### config.mk
export PLATFORM = sky130hd
export DESIGN_NAME = restador_serie_4bits
export DESIGN_NICKNAME = d
export VERILOG_FILES = /design/src/rtl/restador_pkg.sv /design/src/rtl/restador_completo.sv /design/src/rtl/restador_serie_4bits.sv
export SDC_FILE = /design/constraint.sdc
export NUM_CORES = 1
export LEC_CHECK = 0
export CAP_MARGIN = 10
export CORE_MARGIN = 5
export CORE_UTILIZATION = 43
export CTS_BUF_LIST = sky130_fd_sc_hd__clkbuf_8
export CTS_CLUSTER_DIAMETER = 60
export CTS_CLUSTER_SIZE = 8
export DETAILED_ROUTE_END_ITERATION = 8
export GPL_ROUTABILITY_DRIVEN = 1
export PLACE_DENSITY = 0.77
export SETUP_SLACK_MARGIN = 0.4
export SLEW_MARGIN = 20
export SYNTH_ARGS = -nofsm -noshare
export SYNTH_HDL_FRONTEND = slang
export SYNTH_SLANG_ARGS = --single-unit
### constraint.sdc
create_clock -name clk -period 1.75 [get_ports clk]
set_input_delay 0.35 -clock clk [delete_from_list [all_inputs] [get_ports clk]]
set_output_delay 0.35 -clock clk [all_outputs]
set_load 0.01 [all_outputs]
### src/rtl/restador_pkg.sv
// restador_pkg
//   Shared definitions for the bit-serial subtractor slice.
//   - R4_WIDTH   : default operand width.
//   - r4_state_e : controller states (IDLE, SHIFT, DONE).
package restador_pkg;

    localparam int unsigned R4_WIDTH = 4;

    typedef enum logic [1:0] {
        IDLE  = 2'd0,
        SHIFT = 2'd1,
        DONE  = 2'd2
    } r4_state_e;

endpackage

### src/rtl/restador_completo.sv
// restador_completo
//   Combinational full-subtractor cell: computes a - b - bin for one bit.
//   Ports:
//     a    in  : minuend bit
//     b    in  : subtrahend bit
//     bin  in  : borrow in
//     d    out : difference bit
//     bout out : borrow out
module restador_completo (
    input  logic a,
    input  logic b,
    input  logic bin,
    output logic d,
    output logic bout
);

    always_comb begin
        d    = a ^ b ^ bin;
        // Borrow when b exceeds a, or when they are equal and a borrow arrives.
        bout = (~a & b) | (~(a ^ b) & bin);
    end

endmodule

### src/rtl/restador_serie_4bits.sv
// restador_serie_4bits
//   Bit-serial subtractor computing A - B - Bin, LSB first, one bit per clock
//   through a single full-subtractor cell and a registered borrow.
//   Ports:
//     clk       in  : system clock, rising edge
//     rst       in  : asynchronous active-high reset
//     r4_start  in  : request, sampled only in IDLE
//     r4_a      in  : minuend, latched on accepted start
//     r4_b      in  : subtrahend, latched on accepted start
//     r4_bin    in  : borrow in, latched on accepted start
//     r4_diff   out : difference, valid from the done cycle until next start
//     r4_bout   out : final borrow out, same validity as r4_diff
//     r4_busy   out : high in SHIFT and DONE
//     r4_done   out : one-cycle pulse when the result becomes valid
module restador_serie_4bits
    import restador_pkg::*;
#(
    parameter int unsigned N = R4_WIDTH
) (
    input  logic         clk,
    input  logic         rst,
    input  logic         r4_start,
    input  logic [N-1:0] r4_a,
    input  logic [N-1:0] r4_b,
    input  logic         r4_bin,
    output logic [N-1:0] r4_diff,
    output logic         r4_bout,
    output logic         r4_busy,
    output logic         r4_done
);

    localparam int unsigned CW = $clog2(N) + 1;

    r4_state_e      state_q, state_d;
    logic [N-1:0]   a_q,    a_d;
    logic [N-1:0]   b_q,    b_d;
    logic [N-1:0]   diff_q, diff_d;
    logic [CW-1:0]  cnt_q,  cnt_d;
    logic           brw_q,  brw_d;
    logic           bout_q, bout_d;
    logic           busy_q, busy_d;
    logic           done_q, done_d;

    logic           fs_d;
    logic           fs_bout;

    restador_completo u_completo (
        .a    (a_q[0]),
        .b    (b_q[0]),
        .bin  (brw_q),
        .d    (fs_d),
        .bout (fs_bout)
    );

    always_comb begin
        state_d = state_q;
        a_d     = a_q;
        b_d     = b_q;
        diff_d  = diff_q;
        cnt_d   = cnt_q;
        brw_d   = brw_q;
        bout_d  = bout_q;
        busy_d  = busy_q;
        done_d  = 1'b0;

        case (state_q)
            IDLE: begin
                if (r4_start) begin
                    a_d     = r4_a;
                    b_d     = r4_b;
                    brw_d   = r4_bin;
                    cnt_d   = '0;
                    diff_d  = '0;
                    busy_d  = 1'b1;
                    state_d = SHIFT;
                end
            end

            SHIFT: begin
                // New bit enters at the MSB; after N shifts bit 0 sits at the LSB.
                diff_d = N'({fs_d, diff_q} >> 1);
                a_d    = a_q >> 1;
                b_d    = b_q >> 1;
                brw_d  = fs_bout;
                cnt_d  = cnt_q + CW'(1);
                if (cnt_q == CW'(N - 1)) begin
                    // Only the MSB borrow is published; intermediate ones stay internal.
                    bout_d  = fs_bout;
                    done_d  = 1'b1;
                    state_d = DONE;
                end
            end

            DONE: begin
                busy_d  = 1'b0;
                state_d = IDLE;
            end

            default: begin
                busy_d  = 1'b0;
                state_d = IDLE;
            end
        endcase
    end

    always_ff @(posedge clk or posedge rst) begin
        if (rst) begin
            state_q <= IDLE;
            a_q     <= '0;
            b_q     <= '0;
            diff_q  <= '0;
            cnt_q   <= '0;
            brw_q   <= 1'b0;
            bout_q  <= 1'b0;
            busy_q  <= 1'b0;
            done_q  <= 1'b0;
        end else begin
            state_q <= state_d;
            a_q     <= a_d;
            b_q     <= b_d;
            diff_q  <= diff_d;
            cnt_q   <= cnt_d;
            brw_q   <= brw_d;
            bout_q  <= bout_d;
            busy_q  <= busy_d;
            done_q  <= done_d;
        end
    end

    assign r4_diff = diff_q;
    assign r4_bout = bout_q;
    assign r4_busy = busy_q;
    assign r4_done = done_q;

endmodule
==> flow_summary_export.csv <==
group,metric,value,unit
setup_path,slowest_stage,"dfrtp_1",
synth,synth_edf_count,0,
setup_path,cp_top_family,"flip-flops",
synth,syn-num-nets,97,
synth,synth_most_common_cell,"dfrtp_1",
detailed_routing,drc_errors,0,
floorplanning,pin_count,19,
setup_path,worstPathArrival,0.94,ns
synth,synth_area_leaders,"dfrtp_1 (57%), o22ai_1 (6.8%), a21oi_1 (5.5%)",
placement,dp_hpwl,1350,µm
clock_tree,path_clk_slew,0.08,ns
synth,synth_fa_ha_area_share,4.91,%
clock_tree,cts_root_buffer,"clkbuf_8",
synth,synth_top_family_by_area,"compound AO/OA/AOI/OAI gates",
cells_and_area,multi_input_area,352,µm²
clock_tree,cts_buffers,3,
synth,synth-simple-area-share,9.28,%
floorplanning,die_y,56.2,µm
synth,synth_xor_area_share,0,%
run_status,status,"finished, final reports clean",
sta,post-route-period-util,73.8,%
cells_and_area,instances_no_fill,131,
synth,syn_area_per_cell,11.2,µm²
synth,ys_warn_count,0,
floorplanning,die_w,56.2,µm
synth,synthFlopType,"dfrtp_1",
setup_path,endpoint_kind,"output port",
power_and_ir_drop,powerDensity,1660,mW/mm²
synth,synth_cells,82,
sta,period_minus_slack,1.29,ns
cells_and_area,n_antenna_cell,0,
synth,synth_common_cells,"dfrtp_1 (21), a21oi_1 (10), o22ai_1 (10)",
cells_and_area,fin_nets,120,
sta,finClkSkew,0.00904,ns
detailed_routing,wl,1860,µm
global_route,overflow,0,
floorplanning,die-area,0.00316,mm²
floorplanning,rows,16,
synth,synth.cell_area,917,µm²
detailed_routing,final_antenna_net_count,0,
clock_tree,h-tree-depth,1,
clock_tree,insertion_delay,0.26,ns
cells_and_area,fill_cells,175,
power_and_ir_drop,cellLeakagePower,0.550,nW
cells_and_area,area_growth,28.9,%
detailed_routing,drt-pass1-iter-count,4,
global_route,grt_pass1_vias,735,
power_and_ir_drop,p_total,0.00196,W
detailed_routing,via_count,707,
synth,muxShareOfSynthArea,0,%
run,maxCapViolCount,0,
clock_tree,clock_path_buffers,2,
placement,dp.cells,127,
cells_and_area,drive_gt1_share,10.6,%
placement,gp_congestion,0.817,
sta,finalSetupViolations,0,
synth,yosysTopAreaCellShare,57.3,%
synth,synth_top_area_cell,"dfrtp_1",
sta,rsz0062_at_grt,"true",
sta,slew_headroom,77.7,%
global_route,grt_max_degree,22,
detailed_routing,wl_per_cell,14.2,µm
setup_path,path_class,"reg -> out",
floorplanning,core,0.00200,mm²
synth,ys_seq_area_share,57.3,%
synth,ys_seq_elements,21,
setup_path,startpoint_type,"register",
global_route,grt_pass1_wl,3150,µm
global_route,antenna_found_initial,0,
sta,layout_setup_ws,0.458,ns
setup_path,crit_buf_inv,1,
setup_path,crit_path_max_incr_delay,0.40,ns
power_and_ir_drop,ir_worst_vdd,0.000889,V
cells_and_area,utilization,59.1,%
placement,portBuffers,18,
synth,async_flop_share,100,%
sta,tns,0,ns
synth,synth_compound_area_share,23.3,%
detailed_routing,vias_per_cell,5.40,
placement,dp_slack,0.183,ns
setup_path,path_cells,"dlygate4sd2_1",
setup_path,cp_max_fo,3,
sta,slew_viol_final,0,
setup_path,cp.required,1.40,ns
floorplanning,initial_core_util,45.8,%
global_route,grt_usage,12.3,%
clock_tree,tritoncts,"yes",
sta,final-hold-violation-count,0,
sta,worst_pin_slew,0.334,ns
clock_tree,numClockSinks,21,
detailed_routing,first_iter_violations,18,
cells_and_area,register_area,528,µm²
clock_tree,post_cts_buffers,0,
min_path,hold_path.class,"in -> async",
synth,yosys.cell_types.count,23,
sta,fmaxAchievable,774,MHz
clock_tree,ctsHoldBuffers,0,
where the power goes:
| group | switching, W | total, W | leakage [nW] | internal (W) |
|---|---|---|---|---|
| Combinational | 0.000402 | 0.000791 | 0.269 | 0.000390 |
| Clock | 0.000147 | 0.000303 | 0.0269 | 0.000156 |
| Sequential | 0.000165 | 0.000864 | 0.254 | 0.000699 |
| Total | 0.000714 | 0.00196 | 0.550 | 0.00124 |
sequential cells by signal, indices dropped and copies added (netlist names):
register and flops:
state_q 2, brw_q 1, r4_diff 4, r4_bout 1, r4_busy 1, cnt_q 3, a_q 4, b_q 4
r4_done 1
timing repair:
action,4_1_cts,5_1_grt
pin swaps,0,0
endpoints found under the hold margin,0,0
gates resized for setup,7,3
endpoints found under the setup margin,7,2
final timing paths:
check / start / end / slack [ns] / depth (start not counted)
hold reg to reg: r4_diff[0]$_DFFE_PP0P_ / r4_diff[0]$_DFFE_PP0P_ / 0.49 / 1
setup reg to reg: state_q[0]$_DFFE_PP0P_ / a_q[2]$_DFFE_PP0P_ / 0.46 / 3
max in group asynchronous: rst / state_q[1]$_DFFE_PP0P_ / 1.11 / 3
setup / recovery: r4_diff[3]$_DFFE_PP0P_ / r4_diff[3] / 0.46 / 1
min in group clk: r4_diff[0]$_DFFE_PP0P_ / r4_diff[0]$_DFFE_PP0P_ / 0.49 / 1
hold / removal: rst / a_q[1]$_DFFE_PP0P_ / 0.41 / 3
layer usage:
metal / GRT usage (%) / part of all wire [%] / vias to the layer above
li1: - / - / 339
met1: 15.7 / 45 / 337
met2: 19.7 / 47 / 29
met3: 3.25 / 6.6 / 2
met4: 4.75 / 1.0 / 0
met5: 0 / 0 / -
cell type report:
type,count,share of cell area (%)
Inverter,8,2.54
Sequential cell,21,44.7
Tap cell,27,2.86
Clock inverter,1,0.317
Multi-Input combinational cell,50,29.7
Timing Repair Buffer,21,16.4
Clock buffer,3,3.49
layout by cell type, fill, tap and decap left out, drive strengths merged, types with 2 or more instances in the layout:
cell | Yosys | layout
a21oi | 10 | 10
a22o | 5 | 5
and2 | 2 | 2
buf | 3 | 3
clkbuf | 0 | 3
clkdlybuf4s50 | 0 | 11
dfrtp | 21 | 21
dlygate4sd2 | 0 | 7
ha | 2 | 2
inv | 8 | 9
nand2 | 5 | 5
nand2b | 2 | 2
o21ai | 4 | 4
o22ai | 10 | 10
stage by stage:
stage | cell area (µm²) | hold slack [ns]
final | 1180 | 0.414
after floorplan | 917 | 0.327
after CTS | 1170 | 0.427
after global routing | 1180 | 0.435
after detailed placement | 1140 | 0.483
after global placement | 1140 | 0.462
kinds of logic after synthesis:
family                     after synthesis
buffers and inverters                   11
AOI/OAI and AO/OA                       33
and+or+nand+nor                         14
DFF                                     21
adders and majority gates                3
No activity file was read; power rests on OpenSTA's default activity.
